File: src/rtl/loader_pkg.sv
// Shared types and constants for the instruction-memory program loader.
package loader_pkg;

  typedef enum logic [2:0] {
    IDLE,
    LOAD,
    WRITE,
    DONE,
    CHECK,
    ERR
  } state_e;

  localparam logic [6:0]  OPCODE_HALT    = 7'b0000001;
  localparam logic [6:0]  OPCODE_LOAD    = 7'b1111111;
  // A word consisting of the bare halt opcode terminates the load session.
  localparam logic [31:0] HALT_WORD      = {25'd0, OPCODE_HALT};
  localparam int unsigned BYTES_PER_WORD = 4;

endpackage

File: src/rtl/word_assembler.sv
// Byte index counter and little-endian packing register for one instruction word.
// word/word_full are combinational views that include the byte accepted this cycle,
// so the owner can capture a complete word on the same edge as its last byte.
module word_assembler
  import loader_pkg::*;
#(
  parameter int unsigned WIDTH = BYTES_PER_WORD * 8
) (
  input  logic             clk,
  input  logic             rst,
  input  logic             accept,
  input  logic [7:0]       byte_in,
  input  logic             clear,
  output logic [WIDTH-1:0] word,
  output logic             word_full
);

  localparam int unsigned NumBytes = WIDTH / 8;
  localparam int unsigned IdxWidth = $clog2(NumBytes);
  localparam logic [IdxWidth-1:0] LastIdx = IdxWidth'(NumBytes - 1);

  logic [IdxWidth-1:0] idx_q;
  logic [WIDTH-1:0]    word_q;

  // Merge the incoming byte into its little-endian lane.
  always_comb begin
    word = word_q;
    if (accept) begin
      word[{idx_q, 3'b000} +: 8] = byte_in;
    end
    word_full = accept && (idx_q == LastIdx);
  end

  // Packing register and byte index; index wraps after the last lane.
  always_ff @(posedge clk or posedge rst) begin
    if (rst) begin
      idx_q  <= '0;
      word_q <= '0;
    end else if (clear) begin
      idx_q  <= '0;
      word_q <= '0;
    end else if (accept) begin
      word_q <= word;
      idx_q  <= (idx_q == LastIdx) ? '0 : idx_q + IdxWidth'(1);
    end
  end

endmodule

File: src/rtl/program_loader.sv
// Byte-serial loader that fills the CPU instruction memory and holds the CPU in reset
// until the session completes. Define PROGRAM_LOADER_CHECKSUM_EN to require a trailing
// XOR checksum byte; without it the error output is tied low.
module program_loader
  import loader_pkg::*;
#(
  parameter int unsigned ADDR_WIDTH = 5,
  parameter int unsigned WIDTH      = 32
) (
  input  logic                  clk,
  input  logic                  rst,
  input  logic                  load_start,
  input  logic [7:0]            byte_in,
  input  logic                  byte_valid,
  output logic                  byte_ready,
  output logic                  mem_wen,
  output logic [ADDR_WIDTH-1:0] mem_addr,
  output logic [WIDTH-1:0]      mem_wdata,
  output logic [ADDR_WIDTH:0]   word_count,
  output logic                  loading,
  output logic                  done,
  output logic                  cpu_hold,
  output logic                  error
);

  localparam logic [ADDR_WIDTH-1:0] LastAddr = {ADDR_WIDTH{1'b1}};
  localparam logic [ADDR_WIDTH:0]   CountOne = 1;
  localparam logic [ADDR_WIDTH-1:0] AddrOne  = 1;

  state_e                state_q, state_d;
  logic [ADDR_WIDTH-1:0] addr_q, addr_d;
  logic [WIDTH-1:0]      wdata_q, wdata_d;
  logic [ADDR_WIDTH:0]   count_q, count_d;
  logic                  byte_ready_q, mem_wen_q, loading_q, done_q, cpu_hold_q;

  logic             asm_accept, asm_clear, asm_full;
  logic [WIDTH-1:0] asm_word;

  // Only data bytes in LOAD feed the packer; the checksum byte does not.
  assign asm_accept = byte_valid && byte_ready_q && (state_q == LOAD);

  word_assembler #(
    .WIDTH (WIDTH)
  ) u_word_assembler (
    .clk       (clk),
    .rst       (rst),
    .accept    (asm_accept),
    .byte_in   (byte_in),
    .clear     (asm_clear),
    .word      (asm_word),
    .word_full (asm_full)
  );

`ifdef PROGRAM_LOADER_CHECKSUM_EN
  logic [7:0] csum_q, csum_d;
  logic       error_q;
`endif

  // Next-state and datapath updates for the load session.
  always_comb begin
    state_d   = state_q;
    addr_d    = addr_q;
    wdata_d   = wdata_q;
    count_d   = count_q;
    asm_clear = 1'b0;
`ifdef PROGRAM_LOADER_CHECKSUM_EN
    csum_d    = csum_q;
`endif
    unique case (state_q)
      IDLE, DONE, ERR: begin
        if (load_start) begin
          state_d   = LOAD;
          addr_d    = '0;
          count_d   = '0;
          asm_clear = 1'b1;
`ifdef PROGRAM_LOADER_CHECKSUM_EN
          csum_d    = '0;
`endif
        end
      end
      LOAD: begin
`ifdef PROGRAM_LOADER_CHECKSUM_EN
        if (asm_accept) csum_d = csum_q ^ byte_in;
`endif
        if (asm_full) begin
          state_d = WRITE;
          wdata_d = asm_word;
          count_d = count_q + CountOne;
        end
      end
      WRITE: begin
        // Address never wraps: the write to the last entry always ends the session.
        if ((wdata_q == WIDTH'(HALT_WORD)) || (addr_q == LastAddr)) begin
`ifdef PROGRAM_LOADER_CHECKSUM_EN
          state_d = CHECK;
`else
          state_d = DONE;
`endif
        end else begin
          state_d = LOAD;
          addr_d  = addr_q + AddrOne;
        end
      end
`ifdef PROGRAM_LOADER_CHECKSUM_EN
      CHECK: begin
        if (byte_valid && byte_ready_q) begin
          state_d = (byte_in == csum_q) ? DONE : ERR;
        end
      end
`endif
      default: state_d = IDLE;
    endcase
  end

  // State, datapath and registered outputs decoded from the next state.
  always_ff @(posedge clk or posedge rst) begin
    if (rst) begin
      state_q      <= IDLE;
      addr_q       <= '0;
      wdata_q      <= '0;
      count_q      <= '0;
      byte_ready_q <= 1'b0;
      mem_wen_q    <= 1'b0;
      loading_q    <= 1'b0;
      done_q       <= 1'b0;
      cpu_hold_q   <= 1'b1;
    end else begin
      state_q      <= state_d;
      addr_q       <= addr_d;
      wdata_q      <= wdata_d;
      count_q      <= count_d;
      byte_ready_q <= (state_d == LOAD) || (state_d == CHECK);
      mem_wen_q    <= (state_d == WRITE);
      loading_q    <= (state_d == LOAD) || (state_d == WRITE) || (state_d == CHECK);
      done_q       <= (state_d == DONE);
      cpu_hold_q   <= (state_d != DONE);
    end
  end

`ifdef PROGRAM_LOADER_CHECKSUM_EN
  // Running checksum and registered error flag.
  always_ff @(posedge clk or posedge rst) begin
    if (rst) begin
      csum_q  <= '0;
      error_q <= 1'b0;
    end else begin
      csum_q  <= csum_d;
      error_q <= (state_d == ERR);
    end
  end
  assign error = error_q;
`else
  assign error = 1'b0;
`endif

  assign byte_ready = byte_ready_q;
  assign mem_wen    = mem_wen_q;
  assign mem_addr   = addr_q;
  assign mem_wdata  = wdata_q;
  assign word_count = count_q;
  assign loading    = loading_q;
  assign done       = done_q;
  assign cpu_hold   = cpu_hold_q;

endmodule

File: config.mk
export PLATFORM = sky130hd
export DESIGN_NAME = program_loader
export DESIGN_NICKNAME = d
export VERILOG_FILES = /design/src/rtl/loader_pkg.sv /design/src/rtl/word_assembler.sv /design/src/rtl/program_loader.sv
export SDC_FILE = /design/constraint.sdc
export NUM_CORES = 1
export LEC_CHECK = 0
export CAP_MARGIN = 15
export CORE_UTILIZATION = 50
export CTS_CLUSTER_DIAMETER = 80
export DETAILED_ROUTE_END_ITERATION = 8
export PLACE_DENSITY = 0.75
export REMOVE_ABC_BUFFERS = 1
export SYNTH_ARGS = -nofsm -noshare
export SYNTH_HDL_FRONTEND = slang
export SYNTH_SLANG_ARGS = --single-unit
File: constraint.sdc
create_clock -name clk -period 2.75 [get_ports clk]
set_input_delay 0.4125 -clock clk [delete_from_list [all_inputs] [get_ports clk]]
set_output_delay 0.4125 -clock clk [all_outputs]
set_load 0.01 [all_outputs]
==> results of run 1 <==
==> cells by family (layout without fill, tap and decap cells) <==
kind of cell | Yosys count | in the layout
and+or+nand+nor | 110 | 110
AOI/OAI and AO/OA | 77 | 77
DFF | 77 | 77
buffers and inverters | 32 | 92
adders and majority gates | 8 | 8
xor gates and xnor gates | 5 | 5
other | 1 | 1
muxes | 1 | 1
==> cell type report <==
type,instances,share of cell area
multi-input cells,202,0.325
well taps,96,0.0275
inverters,7,0.00602
clock buffers,10,0.0315
clock inverters,6,0.0160
flip-flops and latches,77,0.442
repair buffers,69,0.152
==> routing by layer <==
metal  vias up  track usage  wire (um)
met4         0       0.0773         99
met5         -            0          0
met3         7       0.0423        214
li1       1247            -          -
met2        47        0.360       3740
met1      1317        0.338       3760
==> worst max-delay path: cells and delay by family (launching register included) <==
family | cells | cell delay, ps
AO/OA/AOI/OAI | 1 | 100
adder cells (fa/ha/maj) | 1 | 510
buffers and inverters | 2 | 480
flip-flops | 1 | 550
AND/OR/NAND/NOR | 2 | 600
==> how the worst min path moves through the flow <==
stage	startpoint	endpoint	slack, ps	cells past startpoint
final	rst	word_count[5]	410	2
after global routing	rst	word_count[5]	470	2
after CTS	rst	word_count[5]	430	2
after detailed placement	u_word_assembler.word_q[3]	u_word_assembler.word_q[3]	480	1
after global placement	u_word_assembler.word_q[19]	u_word_assembler.word_q[19]	480	1
after floorplan	u_word_assembler.word_q[0]	u_word_assembler.word_q[0]	470	1
==> registers in the layout (all words and copies together) (netlist names) <==
signal,count
loading,1
done,1
u_word_assembler.word_q,24
cpu_hold,1
mem_wdata,32
word_count,6
mem_wen,1
state_q,3
u_word_assembler.idx_q,2
mem_addr,5
byte_ready,1
==> synth_stat cells (2+ instances only) <==
master	n
nand2_1	9
ha_1	8
a22o_1	35
o31ai_1	2
nor2b_1	2
nand2b_1	3
a221oi_1	24
buf_6	4
nor4_1	7
a31oi_1	2
clkbuf_2	2
and2_1	3
nand4_1	5
nor2_1	55
xor2_1	4
a21oi_1	6
nand3_2	4
dfrtp_1	76
buf_2	5
inv_1	6
buf_1	7
nand4b_1	2
o21bai_1	2
nor3_1	3
nand3_1	2
nor4b_4	3
and3_1	2
clkbuf_1	6
o21ai_0	3
or3_1	3
==> report_power, final <==
group	internal (mW)	switching, mW
logic	0.942	0.875
clock network	0.450	0.440
registers	1.55	0.341
==> stage by stage <==
stage	util	power, mW	std cells
detailed placement	0.612	3.73	451
global route	0.643	4.89	467
floorplan	-	2.86	286
global placement	0.612	3.66	451
finish	0.643	4.60	467
CTS	0.643	4.63	467
==> results.py, run 1 <==
metrics = {
    "clock_tree": {
        "cts.sinks": 77,
        "htreeDepth": 3,
        "cts_root_buffer": "clkbuf_8",
        "insertion_delay_ps": 350,
        "cts_setup_buffers": 0,
        "clk_path_buf_depth": 2,
        "hold_buffers": 0,
        "cts_resized": 0,
        "cts_inserted_buffers": 9,
        "clk_pin_slew_ps": 80,
        "cts_tree": "yes",
    },
    "grt": {
        "gr-total-overflow": 0,
        "grt_max_degree": 30,
        "grt_pass1_wl_um": 13100,
        "grt_usage": 0.234,
        "grt_antenna_before_repair": 0,
        "first_global_vias": 2558,
    },
    "layout": {
        "area_growth_pct": 24.4,
        "postLayoutCellArea_um2": 4370,
        "antenna_cells": 0,
        "fillers": 560,
        "multi_input_area_um2": 1420,
        "mostFrequentLayoutCell": "dfrtp_1",
        "layout_common_cells": "dfrtp_1, clkdlybuf4s50_1, nor2_1, a22o_1, a221oi_1",
        "seq_area_um2": 1930,
        "drive_gt1_frac": 0.108,
        "nets": 386,
    },
    "yosys": {
        "avgSynthCellArea_um2": 11.3,
        "ys_seq_area_frac": 0.549,
        "ys_top_cells_by_area": "dfrtp_1, a22o_1, a221oi_1",
        "yosysUniqueCellTypes": 46,
        "synthFlopType": "dfrtp_1",
        "async_flop_share": 1.00,
        "netlist_area_um2": 3510,
        "synth-simple-area-share": 0.180,
        "yosys_warnings": 0,
        "yosys.area.top_type_share": 0.542,
        "synth_top_family_by_area": "simple AND/OR/NAND/NOR gates",
        "synth_fa_ha_area_frac": 0.0285,
        "synth.area.mux_share": 0.00321,
        "synth_edf_count": 0,
        "synth_compound_area_frac": 0.179,
        "yosys.area.top_type": "dfrtp_1",
        "yosys_register_bits": 77,
        "synthCells": 311,
        "synth_xor_area_frac": 0.0125,
    },
    "setup_path": {
        "cp_cell_sequence": "inv_1, ha_1, nor4b_4, buf_4, a221oi_1, nor2_1",
        "r2r_end": "mem_wdata[8]",
        "required_ps": 3030,
        "start_kind": "flip-flop",
        "crit_end": "mem_wdata[8]",
        "crit_start": "u_word_assembler.idx_q[0]",
        "cp_slowest_cell": "dfrtp_1",
        "reg2reg_from": "u_word_assembler.idx_q[0]",
        "worst_setup_path_end_kind": "flip-flop",
        "arrival_ps": 2580,
        "critPathKind": "flip-flop to flip-flop",
        "max_stage_delay_ps": 550,
        "r2r_cells": 6,
        "cp_max_fo": 9,
        "regToRegSetupSlack_ps": 450,
    },
    "drt": {
        "final_antenna_net_count": 0,
        "first_pass_iters": 4,
        "drt_iter0_drc": 148,
        "routed_via_density": 5.61,
        "vias": 2618,
        "drc": 0,
        "wl_per_cell_um": 16.7,
        "detail_route.wirelength_um": 7820,
    },
    "sta": {
        "finalWorstSetupSlack_ps": 450,
        "relSlewSlack": 0.548,
        "grt_setup_unrepaired": "no",
        "worst_pin_slew_ps": 679,
        "fin_crit_ps": 2300,
        "slew_violations": 0,
        "tns_ps": 0,
        "hold_viol_final": 0,
        "clock.fmax_mhz": 435,
        "hold_ws_ps": 412,
        "skew_ps": 11.4,
        "period_share": 0.837,
        "final-setup-viol-count": 0,
    },
    "floorplan": {
        "core_um2": 6790,
        "die-area_um2": 7360,
        "fp.dieH_um": 85.8,
        "die_w_um": 85.8,
        "pin_count": 61,
        "core.rowCount": 30,
        "initial_core_util": 0.517,
    },
    "power": {
        "peakVddDrop_v": 0.000650,
        "power_leakage_nw": 1.91,
        "powerDensity_nw_per_um2": 1050,
    },
    "placed_design": {
        "place_area_um2": 4160,
        "hpwl_um": 5380,
        "globalplace.congestion": 0.808,
        "portBuffers": 59,
        "pre_cts_ws_ps": 418,
    },
    "worst_hold_path": {
        "holdCritPathClass": "input port to asynchronous set/reset pin",
    },
    "job": {
        "drv_cap": 0,
    },
    "outcome": {
        "status": "completed",
    },
}
No activity file was read; power rests on OpenSTA's default activity.
==> inputs of run 2 (changes only) <==
==> constraint.sdc (replaced) <==
create_clock -name clk -period 2.15 [get_ports clk]
set_input_delay 0.3225 -clock clk [delete_from_list [all_inputs] [get_ports clk]]
set_output_delay 0.3225 -clock clk [all_outputs]
set_load 0.01 [all_outputs]
==> run 2 against run 1 <==
Effect of this change: largest power group is now combinational logic; global-route usage is 0.30 points lower; clock power is 12% higher; combinational power is 34% higher; die area stayed put; maximum frequency is 16% higher; design area is 1.9% higher; count of clock-buffer cells in the layout stayed put; worst hold slack worse by 53 ps; non-clock buffer count is 9 higher.
==> results.py, run 2 (same netlist as run 1, synthesis figures left out) <==
metrics = {
    "sta": {
        "fin_crit_ps": 1980,
        "skew_ps": 10.7,
        "tns_ps": 0,
        "relSlewSlack": 0.495,
        "period_share": 0.921,
        "slew_violations": 0,
        "clock.fmax_mhz": 505,
        "hold_viol_final": 0,
        "final-setup-viol-count": 0,
        "hold_ws_ps": 359,
        "finalWorstSetupSlack_ps": 169,
        "grt_setup_unrepaired": "no",
        "worst_pin_slew_ps": 757,
    },
    "clock_tree": {
        "htreeDepth": 3,
        "cts_tree": "yes",
        "cts.sinks": 77,
        "cts_setup_buffers": 0,
        "cts_inserted_buffers": 9,
        "cts_root_buffer": "clkbuf_8",
        "clk_pin_slew_ps": 90,
        "clk_path_buf_depth": 2,
        "insertion_delay_ps": 350,
    },
    "layout": {
        "mostFrequentLayoutCell": "dfrtp_1",
        "area_growth_pct": 26.8,
        "nets": 395,
        "antenna_cells": 0,
        "layout_common_cells": "dfrtp_1, clkdlybuf4s50_1, nor2_1, a22o_1, a221oi_1",
        "fin_cells": 476,
        "drive_gt1_frac": 0.129,
        "largest_reg_flops": 32,
    },
    "floorplan": {
        "die-area_um2": 7360,
        "die_w_um": 85.8,
        "pin_count": 61,
        "initial_core_util": 0.517,
        "core.rowCount": 30,
        "fp.dieH_um": 85.8,
        "core_um2": 6790,
    },
    "grt": {
        "first_global_vias": 2605,
        "gr-total-overflow": 0,
        "grt_max_degree": 78,
        "grt_antenna_before_repair": 0,
        "grt_pass1_wl_um": 13000,
        "grt_usage": 0.231,
    },
    "drt": {
        "routed_via_density": 5.67,
        "wl_per_cell_um": 16.4,
        "final_antenna_net_count": 0,
        "first_pass_iters": 4,
        "detail_route.wirelength_um": 7790,
        "drc": 0,
        "vias": 2698,
        "drt_iter0_drc": 187,
    },
    "placed_design": {
        "portBuffers": 59,
        "pre_cts_ws_ps": -9.05,
        "globalplace.congestion": 0.815,
        "hpwl_um": 5290,
        "place_inst": 460,
    },
    "power": {
        "powerDensity_nw_per_um2": 1310,
        "power_leakage_nw": 1.96,
        "peakVddDrop_v": 0.000634,
    },
    "setup_path": {
        "required_ps": 2380,
        "critPathKind": "flip-flop to flip-flop",
        "worst_setup_path_end_kind": "flip-flop",
        "arrival_ps": 2210,
        "cp_max_fo": 20,
        "start_kind": "flip-flop",
    },
    "worst_hold_path": {
        "holdCritPathClass": "input port to asynchronous set/reset pin",
    },
    "job": {
        "drv_cap": 0,
    },
    "outcome": {
        "status": "completed",
    },
}
run 2: cell types whose count changed in the layout (fill, tap and decap cells not counted), sizes merged:
cell	delta
bufinv	-1
clkinv	+1
buf	+9
run 2: routing by layer:
metal / share of wire / GRT usage / vias up
met5: 0 / 0 / -
met4: 0.017 / 0.0924 / 0
met3: 0.056 / 0.0308 / 14
met2: 0.46 / 0.352 / 93
met1: 0.46 / 0.338 / 1323
li1: - / - / 1268
run 2: timing repair:
action | in CTS | in global routing
hold buffers | 0 | 0
setup endpoints to repair | 0 | 4
resized for setup | 0 | 1
run 2: worst max-delay path, stage by stage, from the launching register on:
cell and delay (ps):
dfrtp_1 500, nor3b_4 380, nand3_2 270, buf_4 280, a221oi_1 360, nor2_1 70
run 2: layout make-up:
| class | count | area, um2 |
|---|---|---|
| multi-input cells | 202 | 1420 |
| inverters | 7 | 26.3 |
| flip-flops and latches | 77 | 1930 |
| fillers | 520 | 2340 |
| clock inverters | 6 | 45.0 |
| repair buffers | 78 | 774 |
| well taps | 96 | 120 |
| clock buffers | 10 | 138 |
run 2: worst paths after layout:
| kind | from | endpoint | slack (ps) | depth (start not counted) |
|---|---|---|---|---|
| min reg2reg | u_word_assembler.word_q[10] | u_word_assembler.word_q[10] | 510 | 1 |
| max reg2reg | state_q[2] | mem_wdata[12] | 170 | 5 |
| min | rst | mem_addr[3] | 360 | 3 |
| max | state_q[2] | mem_wdata[12] | 170 | 5 |
| min in group clk | u_word_assembler.word_q[10] | u_word_assembler.word_q[10] | 510 | 1 |
| max in group asynchronous | rst | mem_wdata[13] | 1440 | 3 |
run 2: metrics by stage:
stage                     cell area [um2]  utilization  total power, mW
final                                4450        0.655             5.83
after CTS                            4450        0.655             5.86
after global placement               4260        0.628             4.78
after global routing                 4450        0.655             6.22
after detailed placement             4260        0.628             4.85
after floorplan                      3370            -             3.66
run 2: report_power, final:
part | switching [mW] | internal [mW] | total, mW
sequential | 0.406 | 1.98 | 2.39
clock | 0.549 | 0.456 | 1.00
combinational | 1.15 | 1.28 | 2.43
==> inputs of run 3 (changes only) <==
--- a/config.mk
+++ b/config.mk
@@ -5,12 +5,13 @@
 export SDC_FILE = /design/constraint.sdc
 export NUM_CORES = 1
 export LEC_CHECK = 0
-export CAP_MARGIN = 15
+export CAP_MARGIN = 20
 export CORE_UTILIZATION = 50
 export CTS_CLUSTER_DIAMETER = 80
 export DETAILED_ROUTE_END_ITERATION = 8
-export PLACE_DENSITY = 0.75
+export PLACE_DENSITY = 0.74
 export REMOVE_ABC_BUFFERS = 1
 export SYNTH_ARGS = -nofsm -noshare
 export SYNTH_HDL_FRONTEND = slang
+export SYNTH_HIERARCHICAL = 1
 export SYNTH_SLANG_ARGS = --single-unit
==> constraint.sdc (replaced) <==
create_clock -name clk -period 1.9 [get_ports clk]
set_input_delay 0.285 -clock clk [delete_from_list [all_inputs] [get_ports clk]]
set_output_delay 0.285 -clock clk [all_outputs]
set_load 0.01 [all_outputs]
==> run 3 against run 2 <==
Effect of this change: via count up 22%; setup slack got worse by 100 ps; first-iteration DRC count fell by 18%; critical path type unchanged; largest power group unchanged; sequential cell count up 8; critical path depth increased by 2.
==> results.py, run 3 <==
metrics = {
    "grt": {
        "grt_max_degree": 43,
        "grt_antenna_before_repair": 0,
        "first_global_vias": 3030,
        "gr-total-overflow": 0,
        "grt_pass1_wl_um": 15100,
        "grt_usage": 0.234,
    },
    "floorplan": {
        "die_w_um": 91.7,
        "initial_core_util": 0.518,
        "fp.dieH_um": 91.7,
        "die-area_um2": 8410,
        "pin_count": 61,
        "core.rowCount": 32,
        "core_um2": 7770,
    },
    "layout": {
        "fillers": 613,
        "nets": 523,
        "post-route-util": 0.678,
        "multi_input_area_um2": 1800,
        "mostFrequentLayoutCell": "nand2_1",
        "area_growth_pct": 30.8,
        "drive_gt1_frac": 0.172,
        "seq_area_um2": 2130,
        "antenna_cells": 0,
        "layout_common_cells": "nand2_1, dfrtp_1, clkdlybuf4s50_1, nor2_1, inv_1",
    },
    "sta": {
        "relSlewSlack": 0.666,
        "period_share": 0.964,
        "final-setup-viol-count": 0,
        "hold_ws_ps": 312,
        "slew_violations": 0,
        "clock.fmax_mhz": 546,
        "skew_ps": 11.3,
        "hold_viol_final": 0,
        "fin_crit_ps": 1830,
        "worst_pin_slew_ps": 498,
    },
    "yosys": {
        "yosys_register_bits": 85,
        "async_flop_share": 1.00,
        "yosys_warnings": 6,
        "ys_seq_area_frac": 0.529,
        "yosys.area.top_type_share": 0.522,
        "ys_top_cells_by_area": "dfrtp_1, nand2_1, nor2_1",
        "synth_most_common_cell": "nand2_1",
        "yosys.area.top_type": "dfrtp_1",
        "netlist_area_um2": 4030,
        "yosysUniqueCellTypes": 54,
        "synthTopCellsByCount": "nand2_1, dfrtp_1, nor2_1, inv_1, nor2b_1",
        "synthCells": 422,
        "avgSynthCellArea_um2": 9.54,
        "synthFlopType": "dfrtp_1",
        "synth_edf_count": 0,
    },
    "placed_design": {
        "hpwl_um": 6290,
        "portBuffers": 59,
        "globalplace.congestion": 0.889,
    },
    "setup_path": {
        "start_kind": "flip-flop",
        "reg2reg_from": "u_word_assembler/idx_q[1]",
        "cp_max_fo": 8,
        "arrival_ps": 2140,
        "required_ps": 2210,
        "critPathKind": "flip-flop to flip-flop",
        "r2r_cells": 7,
        "worst_setup_path_end_kind": "flip-flop",
        "regToRegSetupSlack_ps": 70,
        "r2r_end": "mem_wdata[25]",
    },
    "clock_tree": {
        "hold_buffers": 0,
        "insertion_delay_ps": 370,
        "cts_inserted_buffers": 9,
        "clk_pin_slew_ps": 90,
        "cts_tree": "yes",
        "clk_path_buf_depth": 2,
        "cts.sinks": 85,
        "cts_root_buffer": "clkbuf_8",
        "htreeDepth": 3,
    },
    "drt": {
        "wl_per_cell_um": 15.9,
        "drc": 0,
        "detail_route.wirelength_um": 9710,
        "first_pass_iters": 4,
        "vias": 3299,
        "routed_via_density": 5.42,
        "final_antenna_net_count": 0,
        "drt_iter0_drc": 154,
    },
    "job": {
        "drv_cap": 0,
    },
    "power": {
        "power_leakage_nw": 2.69,
        "peakVddDrop_v": 0.000865,
        "powerDensity_nw_per_um2": 1450,
    },
    "worst_hold_path": {
        "holdCritPathClass": "input port to asynchronous set/reset pin",
    },
    "outcome": {
        "status": "completed",
    },
}
## run 3: cell count changes after synthesis, sizes merged, moves of 15 or more
cell,before,now
nand2,9,107
a22o,35,8
inv,6,33
a221oi,24,0
nor2,55,38
nor2b,2,19
a32oi,0,15
## run 3: area by class of cell
type	count	share of cell area
well taps	102	0.0242
repair buffers	91	0.166
inverters	33	0.0235
clock inverters	5	0.0112
clock buffers	11	0.0288
multi-input cells	282	0.342
flip-flops and latches	85	0.404
## run 3: stage by stage
step                      power (mW)  setup WS [ps]  area [um2]  std cells  TNS, ps
final                           7.65           68.7        5260        609        0
after CTS                       7.39           4.22        5110        608        0
after global routing            8.10          -57.0        5260        609     -170
after detailed placement        6.02           -219        4890        592   -10530
after global placement          5.94           -219        4890        592    -9890
after floorplan                 4.47          -1350        3910        400   -53290
## run 3: how the worst max path moves through the flow
stage	start	endpoint	slack, ps	cells past startpoint
3_5_place_dp	byte_valid	word_count[5]	-220	10
2_1_floorplan	state_q[0]	word_count[5]	-1350	9
3_3_place_gp	byte_valid	word_count[5]	-220	10
6_report	u_word_assembler/idx_q[1]	mem_wdata[25]	70	7
4_1_cts	mem_wdata[26]	mem_addr[0]	4	6
5_1_grt	u_word_assembler/idx_q[0]	mem_wdata[25]	-60	7
## run 3: critical path: stages (launching register included)
cell and delay (ps):
dfrtp_1 440, inv_1 120, ha_2 350, nor2b_2 440, a32oi_1 230, inv_1 90, nand2_1 50, nand2_1 60
## run 3: what timing repair did
action                     4_1_cts  5_1_grt
gates cloned                     0        0
pin swaps                        0        3
setup endpoints to repair       48       57
hold endpoints to repair         0        0
setup buffers                    0        1
resized for setup                1       27
## run 3: cell families after synthesis
| group | share of synthesized area |
|---|---|
| mux | 0.00497 |
| other cells | 0.000932 |
| compound gates | 0.124 |
| flops | 0.529 |
| fa+ha+maj | 0.0280 |
| simple gates | 0.244 |
| buf+inv | 0.0603 |
| xor+xnor | 0.00871 |
## run 3: where the power goes
part | internal [mW] | leakage, nW | switching (mW)
Sequential | 2.36 | 1.16 | 0.388
Combinational | 1.66 | 1.43 | 1.90
Clock | 0.679 | 0.102 | 0.662
Total | 4.69 | 2.69 | 2.95
## run 3: routing by layer
metal / GRT usage / vias up / routed length (um) / part of all wire
met4: 0.0820 / 0 / 112 / 0.012
met1: 0.327 / 1631 / 4530 / 0.47
met2: 0.367 / 84 / 4680 / 0.48
met3: 0.0464 / 11 / 383 / 0.039
li1: - / 1573 / - / -
met5: 0 / - / 0 / 0
